**config.mk**
```make
export PLATFORM = sky130hd
export DESIGN_NAME = uart_transceiver
export DESIGN_NICKNAME = d
export VERILOG_FILES = /design/src/rtl/uart_pkg.sv /design/src/rtl/uart_rx_fifo.sv /design/src/rtl/uart_transceiver.sv
export SDC_FILE = /design/constraint.sdc
export NUM_CORES = 1
export LEC_CHECK = 0
export ABC_AREA = 1
export CAP_MARGIN = 30
export CORE_MARGIN = 1
export CORE_UTILIZATION = 54
export CTS_CLUSTER_SIZE = 14
export DETAILED_ROUTE_END_ITERATION = 8
export GPL_ROUTABILITY_DRIVEN = 0
export PLACE_DENSITY = 0.73
export SYNTH_ARGS = -nofsm -noshare
export SYNTH_HDL_FRONTEND = slang
export SYNTH_SLANG_ARGS = --single-unit
```
**constraint.sdc**
```tcl
create_clock -name clock -period 1.5 [get_ports clock]
set_input_delay 0.45 -clock clock [delete_from_list [all_inputs] [get_ports clock]]
set_output_delay 0.45 -clock clock [all_outputs]
set_load 0.01 [all_outputs]
```
**src/rtl/uart_pkg.sv**
```systemverilog
// Shared UART definitions: parity mode codes, TX/RX FSM state encodings and a parity helper.
package uart_pkg;

  localparam int PARITY_NONE = 0;
  localparam int PARITY_EVEN = 1;
  localparam int PARITY_ODD  = 2;

  typedef enum logic [2:0] {
    TX_IDLE   = 3'd0,
    TX_START  = 3'd1,
    TX_DATA   = 3'd2,
    TX_PARITY = 3'd3,
    TX_STOP   = 3'd4
  } tx_state_t;

  typedef enum logic [2:0] {
    RX_IDLE      = 3'd0,
    RX_START     = 3'd1,
    RX_DATA      = 3'd2,
    RX_PARITY    = 3'd3,
    RX_STOP      = 3'd4,
    RX_WAIT_HIGH = 3'd5
  } rx_state_t;

  // Unused upper bits must be zero-padded by the caller.
  function automatic logic parity_of(input logic [8:0] d, input int mode);
    return (^d) ^ (mode == PARITY_ODD);
  endfunction

endpackage

```
**src/rtl/uart_rx_fifo.sv**
```systemverilog
// Show-ahead RX FIFO; a push while full with no pop is dropped and reported on drop.
module uart_rx_fifo #(
  parameter int WIDTH = 9,
  parameter int DEPTH = 4
) (
  input  logic                     clock,
  input  logic                     reset,
  input  logic                     push,
  input  logic [WIDTH-1:0]         push_data,
  input  logic                     pop,
  output logic [WIDTH-1:0]         head,
  output logic                     valid,
  output logic [$clog2(DEPTH):0]   count,
  output logic                     drop
);
  localparam int AW    = $clog2(DEPTH);
  localparam int CNT_W = AW + 1;

  logic [WIDTH-1:0] mem [DEPTH];
  logic [AW-1:0]    wr_ptr_r, rd_ptr_r;
  logic [CNT_W-1:0] count_r, count_n;
  logic             do_push_s, do_pop_s, full_s;

  assign full_s    = (count_r == CNT_W'(DEPTH));
  assign do_pop_s  = pop && (count_r != '0);
  assign do_push_s = push && (!full_s || do_pop_s);
  assign drop      = push && !do_push_s;
  assign valid     = (count_r != '0);
  assign count     = count_r;

  always_comb begin
    count_n = count_r;
    case ({do_push_s, do_pop_s})
      2'b10:   count_n = count_r + CNT_W'(1);
      2'b01:   count_n = count_r - CNT_W'(1);
      default: count_n = count_r;
    endcase
  end

  always_comb begin
    if (valid) begin
      head = mem[rd_ptr_r];
    end else begin
      head = '0;
    end
  end

  always_ff @(posedge clock) begin
    if (do_push_s) begin
      mem[wr_ptr_r] <= push_data;
    end
  end

  always_ff @(posedge clock or negedge reset) begin
    if (!reset) begin
      wr_ptr_r <= '0;
      rd_ptr_r <= '0;
      count_r  <= '0;
    end else begin
      if (do_push_s) wr_ptr_r <= wr_ptr_r + AW'(1);
      if (do_pop_s)  rd_ptr_r <= rd_ptr_r + AW'(1);
      count_r <= count_n;
    end
  end

endmodule

```
**src/rtl/uart_transceiver.sv**
```systemverilog
// UART transmitter and receiver with a show-ahead RX FIFO and sticky frame/overflow flags.
module uart_transceiver
  import uart_pkg::*;
#(
  parameter int CLKS_PER_BIT = 5208,
  parameter int DATA_BITS    = 8,
  parameter int PARITY_MODE  = 0,
  parameter int FIFO_DEPTH   = 4
) (
  input  logic                          clock,
  input  logic                          reset,
  input  logic                          tx_valid,
  input  logic [DATA_BITS-1:0]          tx_data,
  output logic                          tx_ready,
  output logic                          tx_serial,
  output logic                          tx_done,
  input  logic                          rx_serial,
  input  logic                          rx_read,
  output logic                          rx_valid,
  output logic [DATA_BITS-1:0]          rx_data,
  output logic                          rx_parity_err,
  output logic [$clog2(FIFO_DEPTH):0]   rx_count,
  output logic                          rx_frame_err,
  output logic                          rx_overflow,
  input  logic                          err_clear
);
  localparam int CW = $clog2(CLKS_PER_BIT);
  localparam int BW = $clog2(DATA_BITS);
  localparam logic [CW-1:0] BIT_END  = CW'(CLKS_PER_BIT - 1);
  localparam logic [CW-1:0] HALF_END = CW'(CLKS_PER_BIT / 2 - 1);
  localparam logic [BW-1:0] LAST_BIT = BW'(DATA_BITS - 1);
  localparam bit HAS_PARITY = (PARITY_MODE != PARITY_NONE);

  tx_state_t tx_state_r, tx_state_n;
  logic [CW-1:0] tx_cnt_r, tx_cnt_n;
  logic [BW-1:0] tx_bit_r, tx_bit_n, tx_bit_next_s;
  logic [DATA_BITS-1:0] tx_data_r, tx_data_n;
  logic tx_serial_r, tx_serial_n, tx_done_r, tx_done_n;

  assign tx_bit_next_s = tx_bit_r + BW'(1);
  assign tx_ready  = (tx_state_r == TX_IDLE);
  assign tx_serial = tx_serial_r;
  assign tx_done   = tx_done_r;

  always_comb begin
    tx_state_n  = tx_state_r;
    tx_cnt_n    = tx_cnt_r + CW'(1);
    tx_bit_n    = tx_bit_r;
    tx_data_n   = tx_data_r;
    tx_serial_n = tx_serial_r;
    tx_done_n   = 1'b0;
    case (tx_state_r)
      TX_IDLE: begin
        tx_cnt_n    = '0;
        tx_serial_n = 1'b1;
        if (tx_valid) begin
          tx_data_n   = tx_data;
          tx_serial_n = 1'b0;
          tx_state_n  = TX_START;
        end else begin
          tx_state_n  = TX_IDLE;
        end
      end
      TX_START: begin
        if (tx_cnt_r == BIT_END) begin
          tx_cnt_n    = '0;
          tx_bit_n    = '0;
          tx_serial_n = tx_data_r[0];
          tx_state_n  = TX_DATA;
        end else begin
          tx_state_n  = TX_START;
        end
      end
      TX_DATA: begin
        if (tx_cnt_r != BIT_END) begin
          tx_state_n = TX_DATA;
        end else if (tx_bit_r != LAST_BIT) begin
          tx_cnt_n    = '0;
          tx_bit_n    = tx_bit_next_s;
          tx_serial_n = tx_data_r[tx_bit_next_s];
        end else if (HAS_PARITY) begin
          tx_cnt_n    = '0;
          tx_serial_n = parity_of(9'(tx_data_r), PARITY_MODE);
          tx_state_n  = TX_PARITY;
        end else begin
          tx_cnt_n    = '0;
          tx_serial_n = 1'b1;
          tx_state_n  = TX_STOP;
        end
      end
      TX_PARITY: begin
        if (tx_cnt_r == BIT_END) begin
          tx_cnt_n    = '0;
          tx_serial_n = 1'b1;
          tx_state_n  = TX_STOP;
        end else begin
          tx_state_n  = TX_PARITY;
        end
      end
      TX_STOP: begin
        if (tx_cnt_r == BIT_END) begin
          tx_cnt_n   = '0;
          tx_done_n  = 1'b1;
          tx_state_n = TX_IDLE;
        end else begin
          tx_state_n = TX_STOP;
        end
      end
      default: begin
        tx_cnt_n    = '0;
        tx_serial_n = 1'b1;
        tx_state_n  = TX_IDLE;
      end
    endcase
  end

  always_ff @(posedge clock or negedge reset) begin
    if (!reset) begin
      tx_state_r  <= TX_IDLE;
      tx_cnt_r    <= '0;
      tx_bit_r    <= '0;
      tx_data_r   <= '0;
      tx_serial_r <= 1'b1;
      tx_done_r   <= 1'b0;
    end else begin
      tx_state_r  <= tx_state_n;
      tx_cnt_r    <= tx_cnt_n;
      tx_bit_r    <= tx_bit_n;
      tx_data_r   <= tx_data_n;
      tx_serial_r <= tx_serial_n;
      tx_done_r   <= tx_done_n;
    end
  end

  rx_state_t rx_state_r, rx_state_n;
  logic [1:0] rx_sync_r;
  logic [CW-1:0] rx_cnt_r, rx_cnt_n;
  logic [BW-1:0] rx_bit_r, rx_bit_n;
  logic [DATA_BITS-1:0] rx_shift_r, rx_shift_n;
  logic rx_perr_r, rx_perr_n, rx_push_r, rx_push_n, rx_s, ferr_set_s;
  logic ferr_r, ovf_r, fifo_drop_s;
  logic [DATA_BITS:0] fifo_head_s;

  assign rx_s = rx_sync_r[1];

  always_comb begin
    rx_state_n = rx_state_r;
    rx_cnt_n   = rx_cnt_r + CW'(1);
    rx_bit_n   = rx_bit_r;
    rx_shift_n = rx_shift_r;
    rx_perr_n  = rx_perr_r;
    rx_push_n  = 1'b0;
    ferr_set_s = 1'b0;
    case (rx_state_r)
      RX_IDLE: begin
        rx_cnt_n = '0;
        if (!rx_s) rx_state_n = RX_START;
        else       rx_state_n = RX_IDLE;
      end
      RX_START: begin
        if (rx_cnt_r == HALF_END) begin
          rx_cnt_n   = '0;
          rx_bit_n   = '0;
          rx_perr_n  = 1'b0;
          rx_state_n = rx_s ? RX_IDLE : RX_DATA;
        end else begin
          rx_state_n = RX_START;
        end
      end
      RX_DATA: begin
        if (rx_cnt_r == BIT_END) begin
          rx_cnt_n             = '0;
          rx_shift_n[rx_bit_r] = rx_s;
          if (rx_bit_r != LAST_BIT) rx_bit_n   = rx_bit_r + BW'(1);
          else if (HAS_PARITY)      rx_state_n = RX_PARITY;
          else                      rx_state_n = RX_STOP;
        end else begin
          rx_state_n = RX_DATA;
        end
      end
      RX_PARITY: begin
        if (rx_cnt_r == BIT_END) begin
          rx_cnt_n   = '0;
          rx_perr_n  = rx_s ^ parity_of(9'(rx_shift_r), PARITY_MODE);
          rx_state_n = RX_STOP;
        end else begin
          rx_state_n = RX_PARITY;
        end
      end
      RX_STOP: begin
        if (rx_cnt_r != BIT_END) begin
          rx_state_n = RX_STOP;
        end else if (rx_s) begin
          rx_cnt_n   = '0;
          rx_push_n  = 1'b1;
          rx_state_n = RX_IDLE;
        end else begin
          rx_cnt_n   = '0;
          ferr_set_s = 1'b1;
          rx_state_n = RX_WAIT_HIGH;
        end
      end
      RX_WAIT_HIGH: begin
        rx_cnt_n = '0;
        if (rx_s) rx_state_n = RX_IDLE;
        else      rx_state_n = RX_WAIT_HIGH;
      end
      default: begin
        rx_cnt_n   = '0;
        rx_state_n = RX_IDLE;
      end
    endcase
  end

  // Synchroniser idles high so reset release never looks like a start bit.
  always_ff @(posedge clock or negedge reset) begin
    if (!reset) begin
      rx_sync_r  <= 2'b11;
      rx_state_r <= RX_IDLE;
      rx_cnt_r   <= '0;
      rx_bit_r   <= '0;
      rx_shift_r <= '0;
      rx_perr_r  <= 1'b0;
      rx_push_r  <= 1'b0;
      ferr_r     <= 1'b0;
      ovf_r      <= 1'b0;
    end else begin
      rx_sync_r  <= {rx_sync_r[0], rx_serial};
      rx_state_r <= rx_state_n;
      rx_cnt_r   <= rx_cnt_n;
      rx_bit_r   <= rx_bit_n;
      rx_shift_r <= rx_shift_n;
      rx_perr_r  <= rx_perr_n;
      rx_push_r  <= rx_push_n;
      ferr_r     <= ferr_set_s  ? 1'b1 : (err_clear ? 1'b0 : ferr_r);
      ovf_r      <= fifo_drop_s ? 1'b1 : (err_clear ? 1'b0 : ovf_r);
    end
  end

  // Shift/parity registers are stable until the next start bit, so the push may lag a cycle.
  uart_rx_fifo #(
    .WIDTH (DATA_BITS + 1),
    .DEPTH (FIFO_DEPTH)
  ) u_fifo (
    .clock     (clock),
    .reset     (reset),
    .push      (rx_push_r),
    .push_data ({rx_perr_r, rx_shift_r}),
    .pop       (rx_read),
    .head      (fifo_head_s),
    .valid     (rx_valid),
    .count     (rx_count),
    .drop      (fifo_drop_s)
  );

  assign rx_data       = fifo_head_s[DATA_BITS-1:0];
  assign rx_parity_err = fifo_head_s[DATA_BITS];
  assign rx_frame_err  = ferr_r;
  assign rx_overflow   = ovf_r;

endmodule

```
==> results of run 1 <==
cell type report:
| type | instances | share of cell area |
|---|---|---|
| well taps | 129 | 0.0235 |
| repair inverters | 1 | 0.00164 |
| flip-flops and latches | 105 | 0.410 |
| clock inverters | 7 | 0.0122 |
| multi-input cells | 404 | 0.361 |
| clock buffers | 9 | 0.0180 |
| inverters | 79 | 0.0457 |
| repair buffers | 101 | 0.128 |
registers in the layout (all words and copies together), names as in the netlist:
signal           flops
u_fifo.mem          36
rx_cnt_r            13
tx_cnt_r            13
rx_shift_r           8
tx_data_r            8
rx_bit_r             3
rx_state_r           3
tx_bit_r             3
tx_state_r           3
u_fifo.count         3
rx_sync_r            2
u_fifo.rd_ptr_r      2
u_fifo.wr_ptr_r      2
rx_frame_err         1
rx_overflow          1
rx_perr_r            1
rx_push_r            1
tx_done              1
tx_serial            1
routing by layer:
metal	wire length [um]	vias up	part of all wire
met5	0	-	0
met4	172	0	0.015
met3	332	19	0.029
met2	6000	87	0.53
met1	4870	2070	0.43
li1	-	2144	-
where the power goes:
group	internal (mW)	leakage (nW)	switching, mW
clock	0.687	0.106	1.10
combinational	0.0460	1.67	0.0611
sequential	2.96	1.31	0.00841
cells by family after synthesis:
logic type / after synthesis / synth area share
DFF: 105 / 0.542
AOI/OAI and AO/OA: 69 / 0.0683
xor gates and xnor gates: 16 / 0.0270
buffers and inverters: 86 / 0.0649
adders and majority gates: 11 / 0.0280
and+or+nand+nor: 308 / 0.270
worst register-to-register path: cells and delay by family (launching register included):
kind          cells  cell delay, ns
simple gates      4            0.28
xor+xnor          1            0.15
buf+inv           5            0.38
fa+ha+maj         1            0.34
flops             1            0.40
synthesized netlist by cell type, drive strengths merged:
library cell / instances / share of area
nand2: 133 / 0.10
nor2: 101 / 0.079
inv: 77 / 0.056
dfrtp: 66 / 0.32
o21ai: 41 / 0.040
nand3: 37 / 0.039
edfxtp: 36 / 0.21
nor3: 24 / 0.032
a21oi: 23 / 0.022
xor2: 14 / 0.024
nand4: 12 / 0.017
ha: 10 / 0.024
buf: 4 / 0.0051
clkbuf: 3 / 0.0022
dfstp: 3 / 0.015
a31oi: 2 / 0.0024
clkinv: 2 / 0.0014
xnor2: 2 / 0.0034
fa: 1 / 0.0039
nand3b: 1 / 0.0014
o211ai: 1 / 0.0014
o22ai: 1 / 0.0012
o31ai: 1 / 0.0014
worst max-delay path by stage:
stage / start / endpoint / slack [ns] / cells past startpoint
finish: u_fifo.rd_ptr_r[0] / rx_data[3] / -0.47 / 6
global route: u_fifo.rd_ptr_r[0] / rx_data[6] / -0.56 / 6
CTS: u_fifo.rd_ptr_r[0] / rx_data[3] / -0.45 / 6
detailed placement: u_fifo.count[1] / rx_data[3] / -0.52 / 5
global placement: rx_read / u_fifo.count[2] / -0.43 / 8
floorplan: u_fifo.count[2] / u_fifo.mem[0][0] / -0.07 / 5
metrics by stage:
stage / instance area, um2 / hold WS (ns) / TNS (ns)
5_1_grt: 6880 / 0.0963 / -8.22
3_3_place_gp: 5950 / 0.347 / -18.18
4_1_cts: 6270 / 0.0868 / -4.27
2_1_floorplan: 5210 / 0.154 / -3.15
3_5_place_dp: 5950 / 0.348 / -20.14
6_report: 6880 / 0.0699 / -4.86
timing repair:
| item | 4_1_cts | 5_1_grt |
|---|---|---|
| buffers inserted | 8 | 21 |
| cloned | 2 | 1 |
| setup endpoints to repair | 40 | 98 |
| gates resized for setup | 118 | 134 |
| pin swaps | 20 | 48 |
==> impl_metrics.sql, run 1 <==
INSERT INTO impl_metrics (metric_group, metric, value, unit) VALUES
('outcome', 'outcome', 'finished with violations', ''),
('outcome', 'violated_checks', 'setup timing', ''),
('clocking', 'clockBufferDepth', '2', ''),
('finish', 'finish.utilization', '0.741', ''),
('finish', 'layout-area-overhead-vs-synth', '32.6', '%'),
('place', 'dpl_worst_slack', '-0.520', 'ns'),
('clocking', 'cts_tree', 'done', ''),
('worst_setup_path', 'startpoint_type', 'register', ''),
('yosys', 'yosysSeqAreaShare', '0.542', ''),
('timing', 'rsz_0062_raised_after_global_routing', 'yes', ''),
('die', 'core_area', '9280', 'um2'),
('worst_setup_path', 'worstPathCellList', 'buf_6 -> nor2_1 -> nor2_1 -> o21ai_1 -> a21oi_1 -> buf_2', ''),
('yosys', 'synth_area_per_cell', '8.71', 'um2'),
('yosys', 'postSynthRegisterBits', '105', ''),
('timing', 'report.final.setup_viol', '31', ''),
('clocking', 'clock_sinks', '105', ''),
('worst_setup_path', 'critical_path.max_fanout', '8', ''),
('timing', 'min_period', '1.97', 'ns'),
('global_route', 'most_heavily_used_metal_layer_in_global_routing', 'met2', ''),
('clocking', 'cts_buffers', '9', ''),
('timing', 'final_critical_path_setup_slack', '-0.468', 'ns'),
('timing', 'min_period_over_period', '1.31', ''),
('die', 'fp-row-count', '35', ''),
('worst_setup_path', 'r2r-start', 'u_fifo.count[2]', ''),
('finish', 'fillerInstances', '649', ''),
('finish', 'layout_common_cells', 'sky130_fd_sc_hd__nand2_1 (113), sky130_fd_sc_hd__nor2_1 (67), sky130_fd_sc_hd__inv_1 (60)', ''),
('yosys', 'synthDistinctLibCells', '35', ''),
('worst_setup_path', 'worstSetupPathType', 'reg -> out', ''),
('clocking', 'htree_levels', '3', ''),
('finish', 'finalNonFillerCells', '835', ''),
('global_route', 'grt_pass1_vias', '4114', ''),
('finish', 'combined_flip_flop_and_latch_cell_area', '2820', 'um2'),
('drt', 'dr_total_vias', '4320', ''),
('clocking', 'clk_root_buffer_cell', 'sky130_fd_sc_hd__clkbuf_8', ''),
('worst_setup_path', 'critPathCaptureType', 'output pin', ''),
('power', 'power.density_cell_area', '708', 'nW/um2'),
('place', 'dpl.cell_count', '788', ''),
('power', 'worst_ir_drop_vdd', '0.589', 'mV'),
('timing', 'timing_hold_violations_final', '0', ''),
('global_route', 'grtUsageMet1', '0.280', ''),
('die', 'fp.dieH', '100', 'um'),
('power', 'static-leakage-power', '3.08', 'nW'),
('drt', 'routed_wire_length_per_instance', '13.6', 'um'),
('global_route', 'globalRouteTotalUtil', '0.227', ''),
('worst_setup_path', 'critical_path.top_delay_family', 'flip-flops', ''),
('yosys', 'synthesis.area', '5180', 'um2'),
('global_route', 'global_route.usage.met3', '0.0418', ''),
('worst_setup_path', 'crit_path_frequent_cell', 'sky130_fd_sc_hd__nor2_1', ''),
('timing', 'maxSlewHeadroom', '0.748', ''),
('die', 'die_w', '100', 'um'),
('worst_setup_path', 'crit_arrival', '1.52', 'ns'),
('clocking', 'worst_skew_pair.late_latency', '0.37', 'ns'),
('global_route', 'globalRouteMet2Util', '0.403', ''),
('drt', 'routed_wl', '11400', 'um'),
('global_route', 'largest_net_degree_at_the_start_of_global_routing', '70', ''),
('die', 'ios', '32', ''),
('finish', 'commonest_non_fill_non_tap_cell_in_the_layout', 'sky130_fd_sc_hd__nand2_1', ''),
('drt', 'ant_nets', '0', ''),
('global_route', 'antenna_found_initial', '0', ''),
('worst_hold_path', 'holdCritPathClass', 'in -> async', ''),
('worst_setup_path', 'reg2reg_depth', '11', ''),
('timing', 'clock.fmax', '508', 'MHz'),
('global_route', 'global_route.overflow_total', '0', ''),
('place', 'place.port_buffers', '31', ''),
('finish', 'layout.nets', '726', ''),
('yosys', 'post_synth_inst_count', '595', ''),
('drt', 'vias_per_cell', '5.17', ''),
('finish', 'layout-drive-gt1-share', '0.336', ''),
('worst_setup_path', 'regToRegSetupSlack', '-0.14', 'ns'),
('die', 'start_util', '0.558', ''),
('worst_setup_path', 'crit_path_largest_cell_delay', '0.43', 'ns');
Note: power is estimated with default switching activity, not from simulation.
==> run 2, diff against run 1 <==
--- a/config.mk
+++ b/config.mk
@@ -6,12 +6,11 @@
 export NUM_CORES = 1
 export LEC_CHECK = 0
 export ABC_AREA = 1
-export CAP_MARGIN = 30
-export CORE_MARGIN = 1
 export CORE_UTILIZATION = 54
 export CTS_CLUSTER_SIZE = 14
 export DETAILED_ROUTE_END_ITERATION = 8
 export GPL_ROUTABILITY_DRIVEN = 0
+export MAX_ROUTING_LAYER = met4
 export PLACE_DENSITY = 0.73
 export SYNTH_ARGS = -nofsm -noshare
 export SYNTH_HDL_FRONTEND = slang
==> impl_metrics.sql, run 2 (same netlist as run 1, synthesis figures left out) <==
INSERT INTO impl_metrics (metric_group, metric, value, unit) VALUES
('power', 'p_total', '4.87', 'mW'),
('power', 'power.density_cell_area', '714', 'nW/um2'),
('clocking', 'clk_pin_slew_worst_paths', '0.12', 'ns'),
('global_route', 'grt_pass1_vias', '4125', ''),
('finish', 'layout.nets', '727', ''),
('timing', 'report.final.setup_viol', '17', ''),
('outcome', 'outcome', 'finished with violations', ''),
('worst_setup_path', 'regToRegSetupSlack', '-0.14', 'ns'),
('die', 'start_util', '0.558', ''),
('clocking', 'cts_tree', 'done', ''),
('clocking', 'clock_sinks', '105', ''),
('power', 'static-leakage-power', '3.09', 'nW'),
('die', 'fp.dieH', '100', 'um'),
('clocking', 'worst_skew_pair.late_latency', '0.38', 'ns'),
('finish', 'layout-drive-gt1-share', '0.322', ''),
('place', 'dp_hpwl', '7110', 'um'),
('drt', 'routed_wl', '11400', 'um'),
('clocking', 'clockBufferDepth', '2', ''),
('global_route', 'globalRouteTotalUtil', '0.233', ''),
('global_route', 'grt_first_pass_wirelength', '18000', 'um'),
('outcome', 'violated_checks', 'setup timing', ''),
('die', 'die_w', '100', 'um'),
('power', 'worst_ir_drop_vdd', '0.588', 'mV'),
('timing', 'min_period', '1.96', 'ns'),
('timing', 'timing.final.max_slew_violations', '0', ''),
('finish', 'layout-area-overhead-vs-synth', '31.6', '%'),
('die', 'core_area', '9280', 'um2'),
('finish', 'largest-register', 'u_fifo.mem', ''),
('worst_setup_path', 'worstPathCellList', 'buf_6 -> nor2_1 -> nor2_1 -> o21ai_1 -> a21oi_1 -> buf_2', ''),
('die', 'ios', '32', ''),
('clocking', 'cts_buffers', '9', ''),
('place', 'place.port_buffers', '31', ''),
('global_route', 'global_route.overflow_total', '0', ''),
('worst_setup_path', 'reg2reg_to', 'u_fifo.count[2]', ''),
('timing', 'min_period_over_period', '1.30', ''),
('finish', 'number_of_flip_flops_in_the_largest_register', '36', ''),
('finish', 'num_antenna_cells', '0', ''),
('drt', 'residual_drc', '0', ''),
('worst_setup_path', 'reg2reg_depth', '11', ''),
('finish', 'commonest_non_fill_non_tap_cell_in_the_layout', 'sky130_fd_sc_hd__nand2_1', ''),
('die', 'die-area', '10000', 'um2'),
('global_route', 'largest_net_degree_at_the_start_of_global_routing', '70', ''),
('die', 'fp-row-count', '35', ''),
('worst_setup_path', 'r2r-start', 'u_fifo.count[2]', ''),
('worst_setup_path', 'worstSetupPathType', 'reg -> out', ''),
('clocking', 'htree_levels', '3', ''),
('worst_setup_path', 'critical_path.max_fanout', '8', ''),
('finish', 'largestRegisters', 'u_fifo.mem: 36 flops, rx_cnt_r: 13 flops, tx_cnt_r: 13 flops', ''),
('worst_setup_path', 'critPathRequiredTime', '1.05', 'ns'),
('drt', 'first_iter_violations', '200', ''),
('timing', 'maxSlewHeadroom', '0.750', ''),
('worst_setup_path', 'crit_path_largest_cell_delay', '0.43', 'ns'),
('drt', 'routed_wire_length_per_instance', '13.6', 'um'),
('place', 'dpl_worst_slack', '-0.520', 'ns'),
('finish', 'layout_common_cells', 'sky130_fd_sc_hd__nand2_1 (113), sky130_fd_sc_hd__nor2_1 (74), sky130_fd_sc_hd__inv_1 (60)', ''),
('job', 'max_cap_violations', '0', ''),
('worst_hold_path', 'holdCritPathClass', 'in -> async', ''),
('timing', 'timing_hold_violations_final', '0', ''),
('timing', 'clock.fmax', '511', 'MHz'),
('clocking', 'clk_root_buffer_cell', 'sky130_fd_sc_hd__clkbuf_8', ''),
('finish', 'fillerInstances', '655', ''),
('timing', 'rsz_0062_raised_after_global_routing', 'yes', ''),
('drt', 'drt_first_pass_iters', '7', ''),
('timing', 'tightest_slew', '0.375', 'ns'),
('drt', 'vias_per_cell', '5.25', ''),
('worst_setup_path', 'crit_arrival', '1.51', 'ns'),
('worst_setup_path', 'critical_path.startpoint', 'u_fifo.rd_ptr_r[0]', ''),
('worst_setup_path', 'startpoint_type', 'register', ''),
('timing', 'final_critical_path_setup_slack', '-0.456', 'ns'),
('worst_setup_path', 'critPathSlowestCell', 'sky130_fd_sc_hd__dfrtp_2', ''),
('worst_setup_path', 'crit_path_frequent_cell', 'sky130_fd_sc_hd__nor2_1', ''),
('global_route', 'antenna_found_initial', '0', ''),
('drt', 'ant_nets', '0', ''),
('drt', 'dr_total_vias', '4393', ''),
('timing', 'clock_skew', '0.0141', 'ns'),
('worst_setup_path', 'critPathCaptureType', 'output pin', '');
-- run 2: cell types whose count changed in the layout (fill, tap and decap cells not counted), moves of 2 or more --
cell	before	now
sky130_fd_sc_hd__nor2_2	24	19
sky130_fd_sc_hd__o21ai_0	5	7
sky130_fd_sc_hd__nor2_4	10	8
sky130_fd_sc_hd__nor2_1	67	74
-- run 2: repair_timing --
action                     CTS  global route
resized for setup          118           116
hold buffers                 0             0
pin swaps                   20            50
setup buffers                8            22
cloned                       2             1
setup endpoints to repair   40            98
-- run 2: critical path: cells and delay by family (launching register included) --
family | cells | cell delay [ns]
AO/OA/AOI/OAI | 2 | 0.24
flip-flops | 1 | 0.43
buffers and inverters | 2 | 0.32
AND/OR/NAND/NOR | 2 | 0.13
-- run 2: power breakdown --
part | total, mW | internal [mW] | switching (mW) | leakage (nW)
logic | 0.107 | 0.0460 | 0.0611 | 1.68
clock network | 1.80 | 0.687 | 1.11 | 0.106
registers | 2.97 | 2.96 | 0.00853 | 1.31
-- run 2: layout make-up --
| class | instances | area, um2 | area share |
|---|---|---|---|
| multi-input combinational | 404 | 2430 | 0.356 |
| timing repair inverter | 1 | 6.26 | 0.000917 |
| sequential | 105 | 2820 | 0.413 |
| inverter | 79 | 309 | 0.0453 |
| tap | 129 | 161 | 0.0237 |
| clock inverter | 7 | 83.8 | 0.0123 |
| timing repair buffer | 102 | 890 | 0.130 |
| clock buffer | 9 | 124 | 0.0182 |
-- run 2: worst max-delay path by stage --
stage / end
after floorplan: u_fifo.mem[0][0]
after global placement: u_fifo.count[2]
after detailed placement: rx_data[3]
after CTS: rx_data[3]
after global routing: rx_data[6]
final: rx_data[3]
-- run 2: layer usage --
metal  global-route usage  part of all wire
met1                0.277              0.41
met2                0.403              0.53
met3               0.0425             0.035
met4               0.0769             0.022
met5                    -                 0
-- run 2: through the flow --
| stage | TNS (ns) | cells | hold slack [ns] | area, um2 | util |
|---|---|---|---|---|---|
| 3_5_place_dp | -20.14 | 788 | 0.348 | 5950 | 0.640 |
| 6_report | -4.44 | 836 | 0.0700 | 6820 | 0.735 |
| 3_3_place_gp | -18.18 | 788 | 0.347 | 5950 | 0.640 |
| 2_1_floorplan | -3.15 | 595 | 0.154 | 5210 | - |
| 4_1_cts | -4.27 | 814 | 0.0868 | 6270 | 0.675 |
| 5_1_grt | -6.60 | 836 | 0.105 | 6820 | 0.735 |
